`config.mk`:
```
export PLATFORM = sky130hd
export DESIGN_NAME = sqrt_arbiter_flat
export DESIGN_NICKNAME = d
export VERILOG_FILES = /design/src/rtl/sqrt_arbiter_if.sv /design/src/rtl/sqrt_arbiter.sv /design/src/flat_wrapper.sv
export SDC_FILE = /design/constraint.sdc
export NUM_CORES = 1
export LEC_CHECK = 0
export ABC_AREA = 1
export ABC_CLOCK_PERIOD_IN_PS = 5400
export BUFFER_PORTS_ARGS = -buffer_cell sky130_fd_sc_hd__buf_2
export CORE_MARGIN = 2
export CORE_UTILIZATION = 50
export DETAILED_ROUTE_END_ITERATION = 8
export GPL_ROUTABILITY_DRIVEN = 1
export PLACE_DENSITY = 0.86
export SLEW_MARGIN = 15
export SYNTH_ARGS = -nofsm -noshare
export SYNTH_HDL_FRONTEND = slang
export SYNTH_SLANG_ARGS = --single-unit
```
`constraint.sdc`:
```
create_clock -name clk_i -period 5.4 [get_ports clk_i]
set_clock_uncertainty 0.2 [all_clocks]
set_input_delay 0.27 -clock clk_i [delete_from_list [all_inputs] [get_ports clk_i]]
set_output_delay 0.27 -clock clk_i [all_outputs]
set_load 0.05 [all_outputs]
```
`src/rtl/sqrt_arbiter_if.sv`:
```
// Channel request/response bus plus the link to the shared sqrt core.
// The arbiter takes the slave view; the channels/core side take the master view.
interface sqrt_arbiter_if #(
   parameter int N_REQ = 3
);
   logic [N_REQ-1:0]    req_valid_i;
   logic [N_REQ*40-1:0] req_data_i;
   logic [N_REQ-1:0]    req_ready_o;
   logic [N_REQ-1:0]    rsp_valid_o;
   logic [15:0]         rsp_data_o;
   logic                rsp_err_o;
   logic                sq_start_o;
   logic [39:0]         sq_a_o;
   logic                sq_valid_i;
   logic [15:0]         sq_result_i;

   modport slave (
      input  req_valid_i,
      input  req_data_i,
      output req_ready_o,
      output rsp_valid_o,
      output rsp_data_o,
      output rsp_err_o,
      output sq_start_o,
      output sq_a_o,
      input  sq_valid_i,
      input  sq_result_i
   );

   modport master (
      output req_valid_i,
      output req_data_i,
      input  req_ready_o,
      input  rsp_valid_o,
      input  rsp_data_o,
      input  rsp_err_o,
      input  sq_start_o,
      input  sq_a_o,
      output sq_valid_i,
      output sq_result_i
   );
endinterface

```
`src/rtl/sqrt_arbiter.sv`:
```
// Round-robin arbiter/sequencer sharing one sqrt core among N_REQ channels.
// One transaction at a time: accept, pulse start, wait for the core (with a
// watchdog), then return the result to the owning channel for one cycle.
module sqrt_arbiter #(
   parameter int N_REQ   = 3,
   parameter int TIMEOUT = 64
) (
   input  logic          clk_i,
   input  logic          rst_i,
   sqrt_arbiter_if.slave bus,
   output logic          busy_o,
   output logic [7:0]    err_cnt_o
);
   localparam int PTR_W = $clog2(N_REQ);
   localparam int TMR_W = $clog2(TIMEOUT);
   localparam logic [TMR_W-1:0] TMR_LAST = TMR_W'(TIMEOUT - 1);
   localparam logic [PTR_W-1:0] PTR_LAST = PTR_W'(N_REQ - 1);

   typedef enum logic [1:0] {
      ST_IDLE,
      ST_ISSUE,
      ST_WAIT,
      ST_DONE
   } state_t;

   state_t           state_q, state_d;
   logic [PTR_W-1:0] ptr_q, ptr_d;
   logic [PTR_W-1:0] idx_q, idx_d;
   logic [39:0]      a_q, a_d;
   logic [15:0]      res_q, res_d;
   logic             err_q, err_d;
   logic [7:0]       err_cnt_q, err_cnt_d;
   logic [TMR_W-1:0] timer_q, timer_d;

   logic [PTR_W-1:0] winner;
   logic             found;
   logic [39:0]      req_slice [N_REQ];

   // Channel index base+off folded back into 0..N_REQ-1.
   function automatic logic [PTR_W-1:0] wrap_add(input logic [PTR_W-1:0] base,
                                                 input int unsigned off);
      int unsigned sum;
      sum = 32'(base) + off;
      if (sum >= N_REQ) sum = sum - N_REQ;
      return PTR_W'(sum);
   endfunction

   // Per-channel views of the packed operand bus and one-hot decodes.
   for (genvar gi = 0; gi < N_REQ; gi++) begin : g_chan
      assign req_slice[gi]          = bus.req_data_i[gi*40 +: 40];
      assign bus.req_ready_o[gi]    = (state_q == ST_IDLE) && found && (winner == PTR_W'(gi));
      assign bus.rsp_valid_o[gi]    = (state_q == ST_DONE) && (idx_q == PTR_W'(gi));
   end

   // Round-robin pick: first valid channel at or after ptr_q, wrapping.
   // Scanning from the farthest offset down lets the nearest one win.
   always_comb begin
      found  = |bus.req_valid_i;
      winner = ptr_q;
      for (int i = N_REQ - 1; i >= 0; i--) begin
         if (bus.req_valid_i[wrap_add(ptr_q, i)]) winner = wrap_add(ptr_q, i);
      end
   end

   // Next-state and datapath updates for the sequencer.
   always_comb begin
      state_d   = state_q;
      ptr_d     = ptr_q;
      idx_d     = idx_q;
      a_d       = a_q;
      res_d     = res_q;
      err_d     = err_q;
      err_cnt_d = err_cnt_q;
      timer_d   = timer_q;
      case (state_q)
         ST_IDLE: begin
            if (found) begin
               a_d     = req_slice[winner];
               idx_d   = winner;
               ptr_d   = (winner == PTR_LAST) ? '0 : winner + 1'b1;
               state_d = ST_ISSUE;
            end
         end
         ST_ISSUE: begin
            timer_d = '0;
            state_d = ST_WAIT;
         end
         ST_WAIT: begin
            timer_d = timer_q + 1'b1;
            // A result arriving on the last allowed cycle still beats the watchdog.
            if (bus.sq_valid_i) begin
               res_d   = bus.sq_result_i;
               err_d   = 1'b0;
               state_d = ST_DONE;
            end else if (timer_q == TMR_LAST) begin
               res_d   = '0;
               err_d   = 1'b1;
               if (err_cnt_q != 8'hFF) err_cnt_d = err_cnt_q + 8'd1;
               state_d = ST_DONE;
            end
         end
         ST_DONE: begin
            state_d = ST_IDLE;
         end
         default: begin
            state_d = ST_IDLE;
         end
      endcase
   end

   // State and datapath registers; reset drops any in-flight transaction.
   always_ff @(posedge clk_i) begin
      if (rst_i) begin
         state_q   <= ST_IDLE;
         ptr_q     <= '0;
         idx_q     <= '0;
         a_q       <= '0;
         res_q     <= '0;
         err_q     <= 1'b0;
         err_cnt_q <= '0;
         timer_q   <= '0;
      end else begin
         state_q   <= state_d;
         ptr_q     <= ptr_d;
         idx_q     <= idx_d;
         a_q       <= a_d;
         res_q     <= res_d;
         err_q     <= err_d;
         err_cnt_q <= err_cnt_d;
         timer_q   <= timer_d;
      end
   end

   assign bus.sq_start_o = (state_q == ST_ISSUE);
   assign bus.sq_a_o     = a_q;
   assign bus.rsp_data_o = res_q;
   assign bus.rsp_err_o  = (state_q == ST_DONE) && err_q;
   assign busy_o         = (state_q != ST_IDLE);
   assign err_cnt_o      = err_cnt_q;

endmodule
```
`src/flat_wrapper.sv`:
```
// flat-port wrapper written by rule: the top's interface ports become plain ports
module sqrt_arbiter_flat 
#(
   parameter int N_REQ   = 3,
   parameter int TIMEOUT = 64
)
  (clk_i, rst_i, busy_o, err_cnt_o, bus_req_valid_i, bus_req_data_i, bus_req_ready_o, bus_rsp_valid_o, bus_rsp_data_o, bus_rsp_err_o, bus_sq_start_o, bus_sq_a_o, bus_sq_valid_i, bus_sq_result_i);
  sqrt_arbiter_if #(.N_REQ(N_REQ)) bus_i ();
  input  logic clk_i;
  input  logic rst_i;
  output logic busy_o;
  output logic [7:0] err_cnt_o;
  input wire logic [$bits(bus_i.req_valid_i)-1:0] bus_req_valid_i;
  input wire logic [$bits(bus_i.req_data_i)-1:0] bus_req_data_i;
  output wire logic [$bits(bus_i.req_ready_o)-1:0] bus_req_ready_o;
  output wire logic [$bits(bus_i.rsp_valid_o)-1:0] bus_rsp_valid_o;
  output wire logic [$bits(bus_i.rsp_data_o)-1:0] bus_rsp_data_o;
  output wire logic [$bits(bus_i.rsp_err_o)-1:0] bus_rsp_err_o;
  output wire logic [$bits(bus_i.sq_start_o)-1:0] bus_sq_start_o;
  output wire logic [$bits(bus_i.sq_a_o)-1:0] bus_sq_a_o;
  input wire logic [$bits(bus_i.sq_valid_i)-1:0] bus_sq_valid_i;
  input wire logic [$bits(bus_i.sq_result_i)-1:0] bus_sq_result_i;
  assign bus_i.req_valid_i = bus_req_valid_i;
  assign bus_i.req_data_i = bus_req_data_i;
  assign bus_req_ready_o = bus_i.req_ready_o;
  assign bus_rsp_valid_o = bus_i.rsp_valid_o;
  assign bus_rsp_data_o = bus_i.rsp_data_o;
  assign bus_rsp_err_o = bus_i.rsp_err_o;
  assign bus_sq_start_o = bus_i.sq_start_o;
  assign bus_sq_a_o = bus_i.sq_a_o;
  assign bus_i.sq_valid_i = bus_sq_valid_i;
  assign bus_i.sq_result_i = bus_sq_result_i;
  sqrt_arbiter #(.N_REQ(N_REQ), .TIMEOUT(TIMEOUT)) u_core (.clk_i(clk_i), .rst_i(rst_i), .bus(bus_i), .busy_o(busy_o), .err_cnt_o(err_cnt_o));
endmodule
```
==> reports/results.tsv <==
stage	metric	value	unit
drt	Pre-antenna DRT Iters	5	
power	Power Density	633	mW/mm²
die	Starting Density	0.523	
worst_hold_path	path type of the worst min-delay path	input pin to register	
place	Post-Place Setup Slack	2250	ps
die	area of the die	0.00943	mm²
timing	Final TNS setup	0	ps
clock_network	cts repair resizes	0	
synth	area share of the leading cell type in the synthesized netlist	0.355	
timing	Period Utilization, post-route	0.651	
place	RD Place Congestion	0.907	
timing	maximum clock rate	0.285	GHz
timing	Slew HR	0.451	
setup_path	most frequent CP cell	inv_2	
drt	wire per inst	14.1	µm
synth	most frequent cell after synthesis	nand2_1	
setup_path	delay-heaviest family, CP	simple AND/OR/NAND/NOR gates	
setup_path	crit-path max cell delay	600	ps
timing	Fin. Hold Viols	0	
setup_path	Crit path buffers/inverters	4	
timing	unrepaired setup endpoints after global routing	false	
layout	fraction of layout cells with a size suffix above 1	0.280	
place	DP Area	0.00539	mm²
die	Die W	97.1	µm
timing	max-slew violation count	0	
place	hpwl dp	9660	µm
synth	synth top area cells	dfxtp_1 (36%), nand3_1 (13%), nand2_1 (13%)	
layout	Layout area overhead	33.2	%
synth	#FFs+latches synth	77	
clock_network	CTS tree	yes	
synth	Distinct cells, synth	28	
place	Port Buf Inserts	214	
setup_path	Slowest-stage cell, CP	nand2_2	
die	core area	0.00830	mm²
drt	Detail Route Antenna Nets	0	
clock_network	H-tree depth	3	
clock_network	total CTS buffers	9	
timing	endpoints failing setup	0	
clock_network	clock sinks	77	
timing	min cycle time layout	3510	ps
layout	number of diodes	0	
synth	Synth Instances	674	
global_routing	GRT overflow	0	
layout	Final Core Density	0.696	
synth	synth cell count leaders	nand2_1 (147), nand3_1 (116), nor2_1 (97), dfxtp_1 (77), o21ai_0 (47)	
setup_path	worst-path maximum fanout	42	
setup_path	CP Class	register to primary output	
setup_path	Critical Path Sink Type	primary output	
clock_network	clock root buffer	clkbuf_8	
synth	Mapped Area	0.00434	mm²
drt	DRT Wirelength	13800	µm
clock_network	clk buf depth	2	
drt	Via-to-Cell Ratio	5.50	
layout	Nets	1025	
drt	WL met1	5570	µm
clock_network	Worst-Skew Late Latency	340	ps
power	P_leak	2.94	nW
drt	via count	5411	
clock_network	CTS clock-pin slew for the worst setup and hold paths	90	ps
synth	Post-synth ARST share	0	
drt	Top Layer Used	met4	
synth	Post-synth EDFFs	0	
setup_path	R2R Setup Slk	2160	ps
setup_path	crit-path cells	inv_1, ha_1, inv_2, o21ai_1, a21oi_1, nor2_2, inv_2, nand2_2, nand2_1, nor3_1, buf_2	
flow_run	Max-cap violations	0	
synth	area leader, netlist	dfxtp_1	
global_routing	antenna violations before repair	0	
drt	DRC errors left	0	
layout	Filler Cell Count	731	
die	Top-Level Pins	215	
global_routing	number of global-route vias before repair	4981	
synth	Post-synth top flop	dfxtp_1	
setup_path	crit path launch type	register	
setup_path	WP data required	4930	ps
status	outcome	finished, final reports clean	
drt	routed wl met3	1060	µm
layout	post-route cell area	0.00578	mm²
timing	slew at the pin with the worst max-slew slack	820	ps
timing	PnR worst setup slack	1890	ps
synth	Seq/Total Area, Yosys	0.355	
die	Die Ht	97.1	µm
global_routing	gr usage total	0.287	
global_routing	pin count of the biggest net entering global routing	61	
synth	warnings from Yosys	0	
drt	met2 wire len	6830	µm
power	Max rail drop VDD	0.352	mV
die	number of core rows	33	
setup_path	WP data arrival	3040	ps
synth	Post-Syn Area per Cell	6.43	µm²
synth	Syn Nets	826	
global_routing	wire length of the first global-routing pass	22800	µm
drt	1st-iter DRT viols	371	
==> state kept, by name, indices dropped and copies added (netlist names) <==
register,count
u_core.timer_q,6
u_core.bus.sq_a_o,40
u_core.err_q,1
u_core.idx_q,2
u_core.state_q,2
u_core.bus.rsp_data_o,16
u_core.err_cnt_o,8
u_core.ptr_q,2
==> logic make-up (layout without fill, tap and decap cells) <==
kind of cell,Yosys count,count (layout),share of synthesized area
AOI/OAI and AO/OA,85,85,0.102
xor gates and xnor gates,5,5,0.0101
DFF,77,77,0.355
adders and majority gates,10,10,0.0289
buffers and inverters,79,283,0.0750
and+or+nand+nor,418,418,0.428
==> worst min-delay path, delay by kind of cell <==
| kind | cells | cell delay (ps) |
|---|---|---|
| AND/OR/NAND/NOR | 4 | 220 |
| buffers and inverters | 1 | 70 |
==> final timing paths <==
kind | start | end | depth (start not counted)
worst min register to register | u_core.err_q$_SDFFE_PP0P_ | u_core.err_q$_SDFFE_PP0P_ | 2
worst max-delay path | u_core.ptr_q[1]$_SDFFE_PP0P_ | bus_req_ready_o[2] | 11
worst max register to register | u_core.ptr_q[1]$_SDFFE_PP0P_ | u_core.bus.sq_a_o[26]$_SDFFE_PP0P_ | 12
worst min-delay path | bus_req_data_i[65] | u_core.bus.sq_a_o[25]$_SDFFE_PP0P_ | 5
==> power by group <==
group	leakage, nW	switching [mW]	internal, mW
combinational	2.19	1.73	0.649
sequential	0.632	0.0814	0.717
clock	0.110	0.222	0.263
total	2.94	2.03	1.63
==> layer usage <==
layer	track usage	vias up
met5	0	-
met4	0.107	0
met3	0.0626	40
met2	0.490	283
met1	0.355	2425
li1	-	2663
==> placed cells by master (no fill, tap or decap), drive strengths merged, types with 3 or more instances in the layout <==
| cell type | n |
|---|---|
| clkbuf | 9 |
| ha | 10 |
| xor2 | 3 |
| clkinv | 4 |
| nand2 | 148 |
| dlygate4sd3 | 16 |
| buf | 221 |
| nor2 | 98 |
| nor3b | 4 |
| dfxtp | 77 |
| nand3 | 116 |
| o21ai | 49 |
| nor3 | 10 |
| inv | 30 |
| nand4 | 40 |
| a21oi | 31 |
==> timing repair <==
item / CTS / global route
endpoints found under the hold margin: 16 / 0
hold buffers: 16 / 0
setup buffers: 0 / 0
==> through the flow <==
stage | hold WS (ps) | std cells | total power, mW
6_report | 48.1 | 983 | 3.66
5_1_grt | 46.2 | 983 | 3.96
4_1_cts | 42.7 | 983 | 3.66
3_5_place_dp | 255 | 951 | 3.15
3_3_place_gp | 250 | 951 | 3.10
2_1_floorplan | 219 | 674 | 2.68
==> layout make-up <==
type                            instances  area, µm²  area share
Multi-Input combinational cell        518       2480       0.430
Sequential cell                        77       1540       0.267
Timing Repair Buffer                  237       1280       0.222
Tap cell                              105        131      0.0227
Clock buffer                            9        124      0.0214
Inverter                               30        113      0.0195
Clock inverter                          7       98.8      0.0171
Note: power is estimated with default switching activity, not from simulation.
